File: config.mk
export PLATFORM = sky130hd
export DESIGN_NAME = axis_frame_builder
export DESIGN_NICKNAME = d
export VERILOG_FILES = /design/src/rtl/axis_frame_builder.sv
export SDC_FILE = /design/constraint.sdc
export NUM_CORES = 1
export LEC_CHECK = 0
export BUFFER_PORTS_ARGS = -buffer_cell sky130_fd_sc_hd__buf_2
export CORE_MARGIN = 2
export CORE_UTILIZATION = 43
export DETAILED_ROUTE_END_ITERATION = 8
export GPL_ROUTABILITY_DRIVEN = 1
export PLACE_DENSITY = 0.75
export SETUP_SLACK_MARGIN = 0.02
export SYNTH_ARGS = -nofsm -noshare
export SYNTH_HDL_FRONTEND = slang
export SYNTH_SLANG_ARGS = --single-unit
File: constraint.sdc
create_clock -name clock -period 1.2 [get_ports clock]
set_clock_uncertainty 0.05 [all_clocks]
set_input_delay 0.12 -clock clock [delete_from_list [all_inputs] [get_ports clock]]
set_output_delay 0.12 -clock clock [all_outputs]
set_load 0.01 [all_outputs]
File: src/rtl/axis_frame_builder.sv
// AXI-Stream framer: emits a header beat (first beat's tuser) followed by
// FRAME_LEN payload beats, with tlast on the final payload beat.
module axis_frame_builder #(
  parameter int unsigned DATA_WIDTH = 8,
  parameter int unsigned USER_WIDTH = 8,
  parameter int unsigned FRAME_LEN  = 4
) (
  input  logic                  clock,
  input  logic                  resetn,
  input  logic [DATA_WIDTH-1:0] s_tdata,
  input  logic [USER_WIDTH-1:0] s_tuser,
  input  logic                  s_tvalid,
  output logic                  s_tready,
  output logic [DATA_WIDTH-1:0] m_tdata,
  output logic                  m_tlast,
  output logic                  m_tvalid,
  input  logic                  m_tready
);

  localparam int unsigned CNT_W = (FRAME_LEN > 1) ? $clog2(FRAME_LEN) : 1;
  localparam logic [CNT_W-1:0] LAST_IDX = CNT_W'(FRAME_LEN - 1);

  if (USER_WIDTH > DATA_WIDTH) begin : g_user_width_check
    $error("axis_frame_builder: USER_WIDTH must not exceed DATA_WIDTH");
  end
  if (FRAME_LEN < 1) begin : g_frame_len_check
    $error("axis_frame_builder: FRAME_LEN must be at least 1");
  end

  typedef enum logic [0:0] {
    HEADER  = 1'b0,
    PAYLOAD = 1'b1
  } state_t;

  state_t                state_q, state_d;
  logic [CNT_W-1:0]      cnt_q, cnt_d;
  logic [DATA_WIDTH-1:0] m_tdata_d;
  logic                  m_tlast_d;
  logic                  m_tvalid_d;
  logic                  load;
  logic                  is_last;

  // State and output register stage.
  always_ff @(posedge clock or negedge resetn) begin
    if (!resetn) begin
      state_q  <= HEADER;
      cnt_q    <= '0;
      m_tdata  <= '0;
      m_tlast  <= 1'b0;
      m_tvalid <= 1'b0;
    end else begin
      state_q  <= state_d;
      cnt_q    <= cnt_d;
      m_tdata  <= m_tdata_d;
      m_tlast  <= m_tlast_d;
      m_tvalid <= m_tvalid_d;
    end
  end

  // Next-state and output-load logic; s_tready never depends on s_tvalid.
  always_comb begin
    state_d    = state_q;
    cnt_d      = cnt_q;
    m_tdata_d  = m_tdata;
    m_tlast_d  = m_tlast;
    m_tvalid_d = m_tvalid;
    s_tready   = 1'b0;
    load       = !m_tvalid || m_tready;
    is_last    = (cnt_q == LAST_IDX);

    unique case (state_q)
      HEADER: begin
        // Header is built from the pending beat, which is not consumed here.
        if (load) begin
          if (s_tvalid) begin
            m_tdata_d  = DATA_WIDTH'(s_tuser);
            m_tlast_d  = 1'b0;
            m_tvalid_d = 1'b1;
            cnt_d      = '0;
            state_d    = PAYLOAD;
          end else begin
            m_tvalid_d = 1'b0;
          end
        end
      end
      PAYLOAD: begin
        s_tready = load;
        if (load) begin
          if (s_tvalid) begin
            m_tdata_d  = s_tdata;
            m_tlast_d  = is_last;
            m_tvalid_d = 1'b1;
            if (is_last) begin
              cnt_d   = '0;
              state_d = HEADER;
            end else begin
              cnt_d = cnt_q + CNT_W'(1);
            end
          end else begin
            m_tvalid_d = 1'b0;
          end
        end
      end
      default: begin
        state_d = HEADER;
      end
    endcase
  end

endmodule

* Word-level counts from Yosys, hierarchy flattened *
Cells that the tools add are included.

storage, ports and cells
  output and inout port bits = 11
  bits of input ports = 20
  register bits = 13
  word-level logic and storage cells = 39

operators by class
  reductions and logical operators = 3
  add/sub/neg operators = 1
  multiplexer cells = 24
  bitwise gates (word level) = 1
  eq/ne operators = 5

operators by type and width
  kind                                                   number
  two-way mux 8 bit                                      4
  case mux 8 bit (2 select lines)                        1
  two-way mux 1 bit                                      11
  two-way mux 2 bit                                      5
  inequality test 2 bit, second input constant           3
  case mux 1 bit (2 select lines)                        2
  case mux 2 bit (2 select lines)                        1
  AND reduction 4 bit                                    1
  adder 2 x 1 -> 2 bit, second input constant            1
  == test 2 bit, second input constant                   1
  inequality test 2 x 1 -> 1 bit, second input constant  1
  zero test 1 bit                                        1
  logical OR 1 bit                                       1
  NOT 1 bit                                              1

* Depth between registers and ports, before layout *
  depth after elaboration = 5
  mapped depth = 4

* Least setup slack after synthesis *
No wires, ideal clock.

  kind = reg2reg
  start point = register m_tvalid
  end point = register cnt_q[0]
  setup slack = 76 ps
  stages on the path, launching flop included = 4
  arrival time = 949 ps
  buffers on the path = 0
  data required time = 1,025 ps
  path through = dfrtp_1 -> nand2b_4 -> and2_4 -> mux2_4

on the way
  word-level cells in the longest chain between the ends = 4

RTL lines
  what                                                                                             RTL line  RTL
  start, declared                                                                                  16        output logic m_tvalid,
  start signal, assigned                                                                           56        m_tvalid <= m_tvalid_d;
  zero test 1 bit *                                                                                68        load = !m_tvalid || m_tready;
  logical OR 1 bit *                                                                               68
  inequality test 2 bit (no source line) / inequality test 2 x 1 -> 1 bit (equally long branches)  -
  AND reduction 4 bit (no source line) *                                                           -
  end signal, assigned                                                                             53        cnt_q <= cnt_d;
  end, declared                                                                                    36        logic [CNT_W-1:0] cnt_q, cnt_d;

Every way passes the cells marked *; elsewhere a longest branch is shown, timed or not.
A chain may end at the register's enable or synchronous reset.

* Final worst setup path *
  start point = register m_tvalid
  end point = output port s_tready

on the way
  word-level cells in the longest chain between the ends = 3

RTL lines
  what               RTL line  RTL
  zero test 1 bit    68
  logical OR 1 bit   68
  two-way mux 1 bit  71        unique case (state_q)
  end, declared      13        output logic s_tready,

Every way passes these cells.

==> impl_results.md <==
* Status: finished with violations
* Violated checks: setup timing
* Cell Area, Synth at 626 um^2
* Worst setup SP type: flip-flop
* Arrival time at the worst endpoint at 1.10 ns
* Cells on worst reg2reg path at 4
* First-pass GRT wire length at 2510 um
* Yosys cell types at 18
* Critical path fanouts, max at 2
* Area growth, synth to finish at 47.4%
* Post-Place Cell Area at 813 um^2
* Port bufs at 30
* DRT Pass-1 Iters at 3
* Largest net degree at the start of global routing at 14
* Design Area, Final at 922 um^2
* Worst Hold End: m_tdata[0]
* Max cap viols at 0
* CTS Buf Count at 3
* Total track usage at 19.2%
* Fill count at 108
* Min Tclk post-route at 1.27 ns
* Via density at 5.07
* Die area at 1780 um^2
* Seq/Total Area, Yosys at 52.0%
* Setup violators final at 2
* WL per Instance at 14.4 um
* Row count at 13
* Die height at 42.1 um
* Nets at 116
* Lkg Pwr at 0.487 nW
* CORE AREA at 1330 um^2
* CTS tree: yes
* Worst r2r src: m_tvalid
* Peak supply drop at 1.05 mV
* Detail Route Antenna Nets at 0
* Die W at 42.1 um
* Vias in the first global route at 556
* Synth Net Count at 76
* Final worst hold slack at 0.0915 ns
* Pwr Density at 1750 nW/um^2
* Hold Crit Depth at 3
* Final Slew Violations at 0
* Worst-Skew Late Latency at 0.28 ns
* RSZ-0062 raised after global routing: yes
* Rel. slew slack at 79.6%
* Crit path required time at 1.03 ns
* Final period util at 105%
* H-Tree Depth at 1
* I/O Pins at 31
* Drt first-iter violations at 6
* Fin. Hold Viols at 0
* Gr ovfl total at 0
* Clk root buf: clkbuf_4
* Initial antenna violation count at 0
* Seq cells post-synth at 13
* Final core utilization at 69.1%
* Post-Route WL at 1570 um
* Slew at the pin with the worst max-slew slack at 0.306 ns
* Layout cell share with drive strength beyond 1 at 54.3%
* Clock transition at the registers of the reported paths at 0.08 ns
* HPWL Detailed at 1060 um
* Setup slack after layout at -0.0658 ns
* Synth Instances at 55
* Hold Startpoint: s_tuser[0]
* Crit Path Category: reg -> out
* Fmax at 790 MHz
* GP Congestion at 0.741
* Reg2reg setup slack at -0.02 ns
* Via count at 553
* Clk buf depth at 2
* Initial Utilization at 46.9%
* Reg-to-reg endpoint: cnt_q[0]
* Residual DRC at 0
* YS warnings at 0
* Mapped Avg Cell Area at 11.4 um^2
* Diode count at 0
* Worst Hold Class: in -> reg
* Setup TNS at -0.0877 ns
* Critical path capture point type: output pin
* CTS sink count at 13
* Pre-CTS setup slack at 0.0965 ns
cell usage in the layout (no fill, tap or decap):
cell type / count
clkbuf_1: 1
o21ai_2: 1
nand2b_4: 1
buf_4: 5
clkbuf_4: 3
dlygate4sd3_1: 1
nor2b_1: 1
a21oi_1: 12
buf_12: 1
a21oi_2: 4
nand2_1: 1
o21a_1: 1
dfrtp_1: 12
ha_1: 1
clkbuf_16: 1
nand2b_1: 1
dfrtp_2: 1
and2_4: 2
inv_1: 2
buf_2: 29
mux2i_1: 9
mux2_4: 1
nand4_1: 1
buf_6: 2
registers in the layout (all words and copies together) (netlist names):
| name | cells |
|---|---|
| cnt_q | 2 |
| m_tdata | 8 |
| state_q | 1 |
| m_tvalid | 1 |
| m_tlast | 1 |
critical path, stage by stage (launching register included):
cell	delay [ns]
dfrtp_1	0.39
nand2b_4	0.07
buf_6	0.11
and2_4	0.14
buf_6	0.11
how the worst max path moves through the flow:
stage	start	to	slack, ns	cells after the start
floorplan	m_tvalid	cnt_q[0]	0.08	3
global placement	m_tvalid	cnt_q[0]	0.12	3
detailed placement	state_q	m_tdata[4]	0.1	3
CTS	m_tvalid	s_tready	-0.07	4
global route	m_tvalid	s_tready	-0.12	4
finish	m_tvalid	s_tready	-0.07	4
synthesized netlist by cell type (all sizes together):
cell type	number	area share [%]
mux2	1	2.4
and2	2	2.4
o21ai	1	0.80
a21oi	16	13
nor2b	1	1.0
inv	2	1.2
nand2	1	0.60
o21a	1	1.2
nand4	1	1.0
clkbuf	1	0.60
nand2b	2	3.2
buf	3	4.4
mux2i	9	14
dfrtp	13	52
ha	1	2.0
cell type report:
cell class	count	area (um^2)	area share [%]
inverters	2	7.51	0.814
flip-flops and latches	13	327	35.4
repair buffers	39	260	28.2
multi-input cells	36	283	30.7
well taps	15	18.8	2.04
clock buffers	4	26.3	2.85
cells by family (layout without fill, tap and decap cells):
kind of cell	Yosys count	in the layout	share of synthesized area [%]
fa+ha+maj	1	1	2.00
mux	10	10	16.8
compound gates	18	18	14.8
simple gates	7	7	8.20
buf+inv	6	45	6.20
flops	13	13	52.0
what timing repair did:
item / CTS / global route
pin swaps: 1 / 1
cloned: 0 / 1
hold buffers: 1 / 0
setup endpoints to repair: 1 / 10
gates resized for setup: 3 / 6
endpoints found under the hold margin: 13 / 0
buffers inserted: 2 / 0
power by group:
| group | leakage, nW | internal (mW) | switching (mW) | total, mW |
|---|---|---|---|---|
| Combinational | 0.327 | 0.371 | 0.300 | 0.671 |
| Clock | 0.0150 | 0.129 | 0.143 | 0.272 |
| Sequential | 0.145 | 0.571 | 0.101 | 0.672 |
per-stage QoR:
stage / instances / total power, mW
final: 109 / 1.62
after global routing: 109 / 1.72
after CTS: 108 / 1.58
after detailed placement: 101 / 1.27
after global placement: 101 / 1.24
after floorplan: 55 / 1.05
layer usage:
layer,track usage [%],share of wire (%),wire length [um],up-vias
met1,21.9,42,661,265
met5,0,0,0,-
met2,32.8,51,798,19
li1,-,-,-,269
met4,5.63,0,0,0
met3,8.19,6.9,109,0
Power figures use the tool's default switching activity.
